--- src/rtl/sprite_pixel_fetch.sv ---
// Sprite ROM read client: raster-to-address mapping, 2-cycle pixel alignment
// and the per-fighter animation FSM (idle / walk cycle / one-shot punch).
module sprite_pixel_fetch #(
  parameter int          SPRITE_DIM   = 128,
  parameter int          STEP_FRAMES  = 8,
  parameter int          PUNCH_FRAMES = 12,
  parameter logic [11:0] KEY_COLOR    = 12'hF0F
) (
  input  logic        clk,
  input  logic        rst_n,
  input  logic [9:0]  hcount,
  input  logic [9:0]  vcount,
  input  logic        video_on,
  input  logic [9:0]  sprite_x,
  input  logic [9:0]  sprite_y,
  input  logic        facing_left,
  input  logic        frame_tick,
  input  logic [1:0]  anim_req,
  input  logic [11:0] rom_pixel,
  output logic [13:0] rom_addr,
  output logic        rom_reverse,
  output logic [1:0]  rom_sel,
  output logic [11:0] pix_rgb,
  output logic        pix_valid,
  output logic        pix_opaque,
  output logic        punch_active
);

  localparam int MAXF = (STEP_FRAMES > PUNCH_FRAMES) ? STEP_FRAMES : PUNCH_FRAMES;
  localparam int CW   = $clog2(MAXF + 1);

  // Encoding doubles as the rom_sel code.
  typedef enum logic [1:0] {IDLE = 2'd0, WALK_A = 2'd1, WALK_B = 2'd2, PUNCH = 2'd3} state_t;

  state_t        state_q, state_d, state_nx;
  logic [CW-1:0] cnt_q, cnt_d, cnt_nx;
  logic [13:0]   rom_addr_q, rom_addr_d;
  logic          v1_q, v1_d, v2_q, v2_d;
  logic          rom_reverse_q, rom_reverse_d;
  logic [1:0]    rom_sel_q, rom_sel_d;
  logic [11:0]   pix_rgb_q, pix_rgb_d;
  logic          pix_valid_q, pix_valid_d;
  logic          pix_opaque_q, pix_opaque_d;
  logic          punch_active_q, punch_active_d;

  logic [10:0]   hx, vy, sx, sy;
  logic          in_box;
  logic [6:0]    dx, dy;

  always_comb begin
    // 11-bit compare so a sprite near the right/bottom edge never wraps to 0.
    hx = {1'b0, hcount};
    vy = {1'b0, vcount};
    sx = {1'b0, sprite_x};
    sy = {1'b0, sprite_y};
    in_box = video_on && (hx >= sx) && (hx < sx + 11'(SPRITE_DIM)) &&
             (vy >= sy) && (vy < sy + 11'(SPRITE_DIM));
    dx = hcount[6:0] - sprite_x[6:0];
    dy = vcount[6:0] - sprite_y[6:0];
    rom_addr_d = in_box ? {dy, dx} : 14'd0;
    v1_d = in_box;
    v2_d = v1_q;

    pix_valid_d  = v2_q;
    pix_rgb_d    = v2_q ? rom_pixel : 12'h000;
    pix_opaque_d = v2_q && (rom_pixel != KEY_COLOR);
  end

  always_comb begin
    state_nx = state_q;
    cnt_nx   = cnt_q;
    case (state_q)
      IDLE: begin
        cnt_nx = '0;
        if (anim_req == 2'd2)      state_nx = PUNCH;
        else if (anim_req == 2'd1) state_nx = WALK_A;
      end
      WALK_A, WALK_B: begin
        if (anim_req == 2'd2) begin
          state_nx = PUNCH;
          cnt_nx   = '0;
        end else if (anim_req != 2'd1) begin
          state_nx = IDLE;
          cnt_nx   = '0;
        end else if (cnt_q == CW'(STEP_FRAMES - 1)) begin
          state_nx = (state_q == WALK_A) ? WALK_B : WALK_A;
          cnt_nx   = '0;
        end else begin
          cnt_nx = cnt_q + 1'b1;
        end
      end
      default: begin
        // Punch runs to completion; new punch requests are not latched.
        if (cnt_q == CW'(PUNCH_FRAMES - 1)) begin
          state_nx = (anim_req == 2'd1) ? WALK_A : IDLE;
          cnt_nx   = '0;
        end else begin
          cnt_nx = cnt_q + 1'b1;
        end
      end
    endcase

    state_d        = frame_tick ? state_nx : state_q;
    cnt_d          = frame_tick ? cnt_nx : cnt_q;
    rom_sel_d      = frame_tick ? 2'(state_nx) : rom_sel_q;
    rom_reverse_d  = frame_tick ? facing_left : rom_reverse_q;
    punch_active_d = (state_d == PUNCH);
  end

  always_ff @(posedge clk or negedge rst_n) begin
    if (!rst_n) begin
      state_q        <= IDLE;
      cnt_q          <= '0;
      rom_addr_q     <= '0;
      v1_q           <= 1'b0;
      v2_q           <= 1'b0;
      rom_reverse_q  <= 1'b0;
      rom_sel_q      <= 2'd0;
      pix_rgb_q      <= '0;
      pix_valid_q    <= 1'b0;
      pix_opaque_q   <= 1'b0;
      punch_active_q <= 1'b0;
    end else begin
      state_q        <= state_d;
      cnt_q          <= cnt_d;
      rom_addr_q     <= rom_addr_d;
      v1_q           <= v1_d;
      v2_q           <= v2_d;
      rom_reverse_q  <= rom_reverse_d;
      rom_sel_q      <= rom_sel_d;
      pix_rgb_q      <= pix_rgb_d;
      pix_valid_q    <= pix_valid_d;
      pix_opaque_q   <= pix_opaque_d;
      punch_active_q <= punch_active_d;
    end
  end

  assign rom_addr     = rom_addr_q;
  assign rom_reverse  = rom_reverse_q;
  assign rom_sel      = rom_sel_q;
  assign pix_rgb      = pix_rgb_q;
  assign pix_valid    = pix_valid_q;
  assign pix_opaque   = pix_opaque_q;
  assign punch_active = punch_active_q;

endmodule

--- config.mk ---
export PLATFORM = sky130hd
export DESIGN_NAME = sprite_pixel_fetch
export DESIGN_NICKNAME = d
export VERILOG_FILES = /design/src/rtl/sprite_pixel_fetch.sv
export SDC_FILE = /design/constraint.sdc
export NUM_CORES = 1
export LEC_CHECK = 0
export CAP_MARGIN = 20
export CELL_PAD_IN_SITES_DETAIL_PLACEMENT = 0
export CELL_PAD_IN_SITES_GLOBAL_PLACEMENT = 1
export CORE_UTILIZATION = 51
export CTS_CLUSTER_SIZE = 12
export DETAILED_ROUTE_END_ITERATION = 8
export DONT_BUFFER_PORTS = 1
export GPL_ROUTABILITY_DRIVEN = 0
export PLACE_DENSITY_LB_ADDON = 0.1
export SLEW_MARGIN = 20
export SYNTH_ARGS = -nofsm -noshare
export SYNTH_HDL_FRONTEND = slang
export SYNTH_SLANG_ARGS = --single-unit
--- constraint.sdc ---
create_clock -name clk -period 5.8 [get_ports clk]
set_clock_uncertainty 0.15 [all_clocks]
set_input_delay 0.29 -clock clk [delete_from_list [all_inputs] [get_ports clk]]
set_output_delay 0.29 -clock clk [all_outputs]
set_load 0.05 [all_outputs]
==> results.toml, run 1 <==
[synth]
synth_flop_cell = "dfrtp_1"
synth-adder-area-share_pct = 17.05
yosysMostFrequentCell = "dfrtp_1"
ys_seq_elements = 40
synthTopCellsByArea = "dfrtp_1 39%, ha_1 16%, inv_1 4.1%, a21oi_1 3.5%, and2_1 2.9%"
synth_largest_area_cell = "dfrtp_1"
synth.top_cell.area_share_pct = 38.76
synth_edf_count = 0
async_reset_ff_share_pct = 100.0
synth_mux_area_share_pct = 0.8236
synth-xor-area-share_pct = 3.391
synth-compound-area-share_pct = 16.47
synth_top_family_by_area = "simple AND/OR/NAND/NOR gates"
postSynthAreaPerCell_um2 = 9.600
synthTopCellsByCount = "40 x dfrtp_1, 32 x ha_1, 28 x inv_1"
ys_types = 51
netlist_area_um2 = 2582
yosysWarnings = 0
ys_seq_area_share_pct = 38.76
syn_nets = 362
synthCells = 269
yosys.area_share.simple_pct = 18.22

[die]
dieHeight_um = 73.16
fp.dieW_um = 73.16
core_area_um2 = 4786
rows = 25
die-area_um2 = 5352
start_util_pct = 53.96
ioPinCount = 91

[final_layout]
drive_gt1_share_pct = 6.250
area_delta_synth_final_pct = 13.47
nets = 380
fillers = 434
diodes = 0

[worst_setup_path]
critPathLaunch = "sprite_x[7]"
critPathArrivalTime_ps = 2170
max_stage_delay_ps = 400
rr_worst_depth = 6
cp-endpoint = "rom_addr[5]$_DFF_PN0_"
critPathKind = "input port to register"
reg2reg_slack_ps = 3690
r2r-end = "rom_sel[1]$_DFFE_PN0P_"
worst_ep_required_time_ps = 5840
worstSetupEndpointType = "register"
slowest_stage = "nand4_2"
path_cells = "ha_1, xnor2_1, ha_1, a21oi_1, a21oi_1, nor4bb_1, nand4_2, nor3b_1"
startpoint_type = "input port"
path_max_fanout = 15
worstReg2RegStart = "state_q[0]$_DFF_PN0_"

[pwr]
p_leak_uw = 0.001426
swShare_pct = 35.30
clockPowerShare_pct = 27.0
peakVddDrop_mv = 0.1056
pwr-share-comb_pct = 26.9
p_switching_uw = 293.6
cell_internal_pwr_uw = 538.1
seqPwrFrac_pct = 46.1
p_per_area_nw_per_um2 = 283.8

[placed_design]
hpwl_mm = 3.744
port_buffers = 0

[cts]
clock_path_buffers = 2
cts.sinks = 40
cts_buffers = 5
cts_tree = "done"
cts.repair.resized = 0
cts_root_buf = "clkbuf_8"
path_clk_slew_ps = 80
clock_latency_ps = 280
h-tree-depth = 2

[timing]
fin_crit_sh_pct = 36.73
slew_viol_final = 0
tns_ps = 0
fmax_ghz = 0.4694
rsz0062_at_grt = "false"
hold_viol = 0
worstMarginPinSlew_ps = 482.8
hold_slack_ps = 57.92
min_period_ps = 2130
setup_viol = 0
max_slew_margin_pct = 67.84

[detailed_routing]
postRouteAntennaNets = 0
vias = 1935
drt_pass1_iterations = 6
dr.first_iter.drc_count = 50
wirelength_mm = 4.993
drc = 0
post_drt_wl_per_cell_um = 14.06
via_per_inst = 5.451

[flow_run]
drv_cap = 0

[global_route]
grt_pass1_vias = 1872
grt_max_degree = 41
antenna_found_initial = 0
grt-ovfl-total = 0
grt_pass1_wl_mm = 8.176
gr-usage-all-layers_pct = 19.62

[hold_path]
hp-class = "input port to register"

[outcome]
outcome = "finished clean"
-- through the flow --
stage | total power [µW] | cell area, µm² | std cells | utilization, % | setup slack (ps)
floorplan | 557.1 | 2582 | 269 | - | 3655
global placement | 595.8 | 2635 | 330 | 55.06 | 3409
detailed placement | 596.4 | 2635 | 330 | 55.06 | 3349
CTS | 837.2 | 2910 | 353 | 60.81 | 3658
global route | 890.2 | 2930 | 355 | 61.23 | 3417
finish | 831.8 | 2930 | 355 | 61.23 | 3670
-- area by class of cell --
cell class              instances  area (µm²)  share of cell area (%)
multi-input cells             195        1445                   49.32
flip-flops and latches         40        1001                   34.16
repair buffers                 17       180.2                   6.149
inverters                      28       105.1                   3.587
well taps                      67       83.83                   2.861
clock buffers                   5       68.82                   2.348
clock inverters                 3       46.29                   1.580
-- worst min path at each step --
stage / start / to / slack (ps) / cells past startpoint
finish: frame_tick / cnt_q[3]$_DFFE_PN0P_ / 60 / 2
global route: sprite_y[0] / rom_addr[7]$_DFF_PN0_ / 50 / 2
CTS: facing_left / rom_reverse$_DFFE_PN0P_ / 4 / 1
detailed placement: rst_n / state_q[0]$_DFF_PN0_ / -150 / 0
global placement: rst_n / state_q[0]$_DFF_PN0_ / -150 / 0
floorplan: rst_n / cnt_q[0]$_DFFE_PN0P_ / -160 / 0
-- cells by family after synthesis --
family,after synthesis
xor gates and xnor gates,10
adders and majority gates,34
muxes,2
and+or+nand+nor,84
DFF,40
AOI/OAI and AO/OA,65
buffers and inverters,34
-- power groups by stage --
stage	logic [µW]	registers (µW)	clock network (µW)
6_report	224	383	225
5_1_grt	256	388	246
4_1_cts	223	384	231
3_5_place_dp	207	390	0
3_3_place_gp	207	389	0
2_1_floorplan	175	382	0
-- worst max-delay path, delay by kind of cell --
| kind | cells | cell delay, ps |
|---|---|---|
| AO/OA/AOI/OAI | 2 | 240 |
| XOR/XNOR | 1 | 120 |
| adder cells (fa/ha/maj) | 2 | 490 |
| AND/OR/NAND/NOR | 3 | 1040 |
-- placed cells by master, fill, tap and decap left out, drive strengths merged, types with 6 or more instances in the layout --
cell type	synthesis	layout
dlygate4sd3	0	16
nand3	7	7
nor2	13	13
ha	32	32
nand2	18	18
nand2b	6	6
o21ai	12	12
inv	28	29
a21oi	18	18
dfrtp	40	40
and2	12	12
xor2	6	6
nor3b	6	6
-- per-layer routing --
metal  routed length (µm)  vias up  part of all wire, %  global-route usage [%]
met5                    0        -                    0                       0
met4                   61        0                  1.2                   6.536
met3                  297        4                  5.9                   5.249
met2                 2497       50                   50                   34.67
met1                 2136      900                   43                   22.87
li1                     -      981                    -                       -
-- state kept, by name (all words and copies together), names as in the netlist, 2 cells and up --
register,cells
rom_addr,14
cnt_q,4
rom_sel,2
state_q,2
pix_rgb,12
-- what timing repair did --
| action | in CTS | in global routing |
|---|---|---|
| endpoints found under the hold margin | 58 | 1 |
| hold buffers | 15 | 2 |
| buffers inserted | 0 | 0 |
| setup endpoints to repair | 0 | 0 |
(Power assumes the default switching activity.)
==> inputs of run 2 (changes only) <==
- CORE_UTILIZATION: 51 -> 42
- clock period: 5.8 -> 1.85 ns (I/O delays scaled with it)
==> run 2 against run 1 <==
Worst setup slack got worse by 3600 ps. Count of clock-buffer cells in the layout unchanged. Power grew to 3.5 times the previous value. Clock power up 140%. Combinational power rose to 5.1 times the previous value. Non-clock buffer count increased by 31. Sequential power rose to 3.2 times the previous value. Sequential share of layout area is 3.5 points lower. Wire length rose by 10%. First-iteration DRC count down 32%. Final area grew 11%. The run now ends with negative hold slack left. Largest cell class unchanged.
==> results.toml, run 2 (synthesized netlist as in run 1, its figures left out) <==
[timing]
max_slew_margin_pct = 67.50
setup_ws_ps = 52.99
worstMarginPinSlew_ps = 487.9
slew_viol_final = 0
rsz0062_at_grt = "true"
min_period_ps = 1797
hold_slack_ps = -258.9
hold_viol = 9
tns_ps = 0
fmax_ghz = 0.5565
setup_viol = 0
fin_crit_sh_pct = 97.14

[worst_setup_path]
worstSetupEndpointType = "register"
critPathArrivalTime_ps = 1870
path_buf_inv = 3
path_max_fanout = 3
cp.depth = 9
path_cells = "inv_2, buf_6, ha_4, nand4b_1, o21ai_1, a22oi_2, buf_4, o221ai_2, o21a_1"
slowest_stage = "dfrtp_1"
worst_ep_required_time_ps = 1930
rr_worst_depth = 9
startpoint_type = "register"
worst_path_dominant_cell_family = "compound AO/OA/AOI/OAI gates"
max_stage_delay_ps = 440
critPathKind = "register to register"

[pwr]
seqPwrFrac_pct = 41.9
cell_internal_pwr_uw = 1831
p_leak_uw = 0.001569
peakVddDrop_mv = 0.6531
clockPowerShare_pct = 18.3
p_total_uw = 2892
pwr-share-comb_pct = 39.8
p_switching_uw = 1061
p_per_area_nw_per_um2 = 885.5
swShare_pct = 36.69

[cts]
cts_hold_buf = 19
path_clk_slew_ps = 80
clock_latency_ps = 290
clock_path_buffers = 2
cts_tree = "done"
h-tree-depth = 2
cts_root_buf = "clkbuf_8"
cts.sinks = 40
cts_buffers = 5

[placed_design]
port_buffers = 0
dp_cells = 361
hpwl_mm = 4.214
place_ws_ps = -164.2

[final_layout]
final_common_cell = "dfrtp_1"
largest_register_ffs = 14
drive_gt1_share_pct = 21.38
mostFrequentLayoutCells = "39 x dfrtp_1, 27 x buf_4, 26 x inv_1, 26 x ha_1"
area_delta_synth_final_pct = 26.45
utilization_pct = 55.16
diodes = 0
nets = 411
final_cells = 393

[detailed_routing]
postRouteAntennaNets = 0
drc = 0
via_per_inst = 5.237
dr.first_iter.drc_count = 34
wirelength_mm = 5.508
post_drt_wl_per_cell_um = 14.02
vias = 2058
drt_pass1_iterations = 4

[outcome]
outcome = "finished, violations left"
violations = "negative hold slack"

[die]
fp.dieW_um = 80.42
die-area_um2 = 6467
start_util_pct = 43.62
dieHeight_um = 80.42
rows = 28
ioPinCount = 91
core_area_um2 = 5921

[global_route]
grt-ovfl-total = 0
grt_pass1_vias = 2022
grt_pass1_wl_mm = 8.811
gr-usage-all-layers_pct = 17.67
antenna_found_initial = 0
grt_max_degree = 41

[hold_path]
hold_depth = 1
hp-class = "input port to register"

[flow_run]
drv_cap = 0
run 2: layout make-up:
class,instances,area [µm²]
fill,544,2655
multi-input combinational,195,1558
sequential,40,1002
timing repair buffer,48,425.4
inverter,28,105.1
tap,75,93.84
clock buffer,5,68.82
clock inverter,2,12.51
run 2: per-layer routing:
| layer | vias up | routed length, µm | global-route usage [%] |
|---|---|---|---|
| li1 | 1040 | - | - |
| met1 | 945 | 2306 | 20.24 |
| met2 | 68 | 2767 | 31.61 |
| met3 | 5 | 380 | 5.227 |
| met4 | 0 | 55 | 4.821 |
| met5 | - | 0 | 0 |
run 2: repair_timing:
| action | 4_1_cts | 5_1_grt |
|---|---|---|
| endpoints found under the setup margin | 6 | 8 |
| pin swaps | 3 | 9 |
| gates resized for setup | 9 | 18 |
| setup buffers | 1 | 5 |
| hold endpoints to repair | 66 | 9 |
run 2: worst paths after layout:
check	slack (ps)	from	endpoint
setup / recovery	50	state_q[1]$_DFF_PN0_	rom_sel[1]$_DFFE_PN0P_
hold / removal	-260	frame_tick	cnt_q[1]$_DFFE_PN0P_
setup reg to reg	50	state_q[1]$_DFF_PN0_	rom_sel[1]$_DFFE_PN0P_
hold reg to reg	200	v1_q$_DFF_PN0_	pix_valid_d$_DFF_PN0_
max in group asynchronous	1220	rst_n	state_q[0]$_DFF_PN0_
min in group asynchronous	130	rst_n	pix_rgb[0]$_DFF_PN0_
run 2: worst register-to-register path, cell delays in order (launching register included):
cell and delay (ps):
dfrtp_1 440, inv_2 120, buf_6 110, ha_4 110, nand4b_1 120, o21ai_1 160, a22oi_2 90, buf_4 150
o221ai_2 160, o21a_1 130
run 2: power groups by stage:
| stage | clock network (µW) | logic [µW] | registers [µW] |
|---|---|---|---|
| floorplan | 0 | 551 | 1200 |
| global placement | 0 | 824 | 1210 |
| detailed placement | 0 | 818 | 1210 |
| CTS | 552 | 965 | 1200 |
| global route | 592 | 1280 | 1220 |
| finish | 530 | 1150 | 1210 |
run 2: per-stage QoR:
| stage | hold WS (ps) | area [µm²] |
|---|---|---|
| 6_report | -258.9 | 3266 |
| 5_1_grt | -270.6 | 3266 |
| 4_1_cts | -268.2 | 3148 |
| 3_5_place_dp | -352.4 | 2830 |
| 3_3_place_gp | -352.4 | 2830 |
| 2_1_floorplan | -353.1 | 2595 |
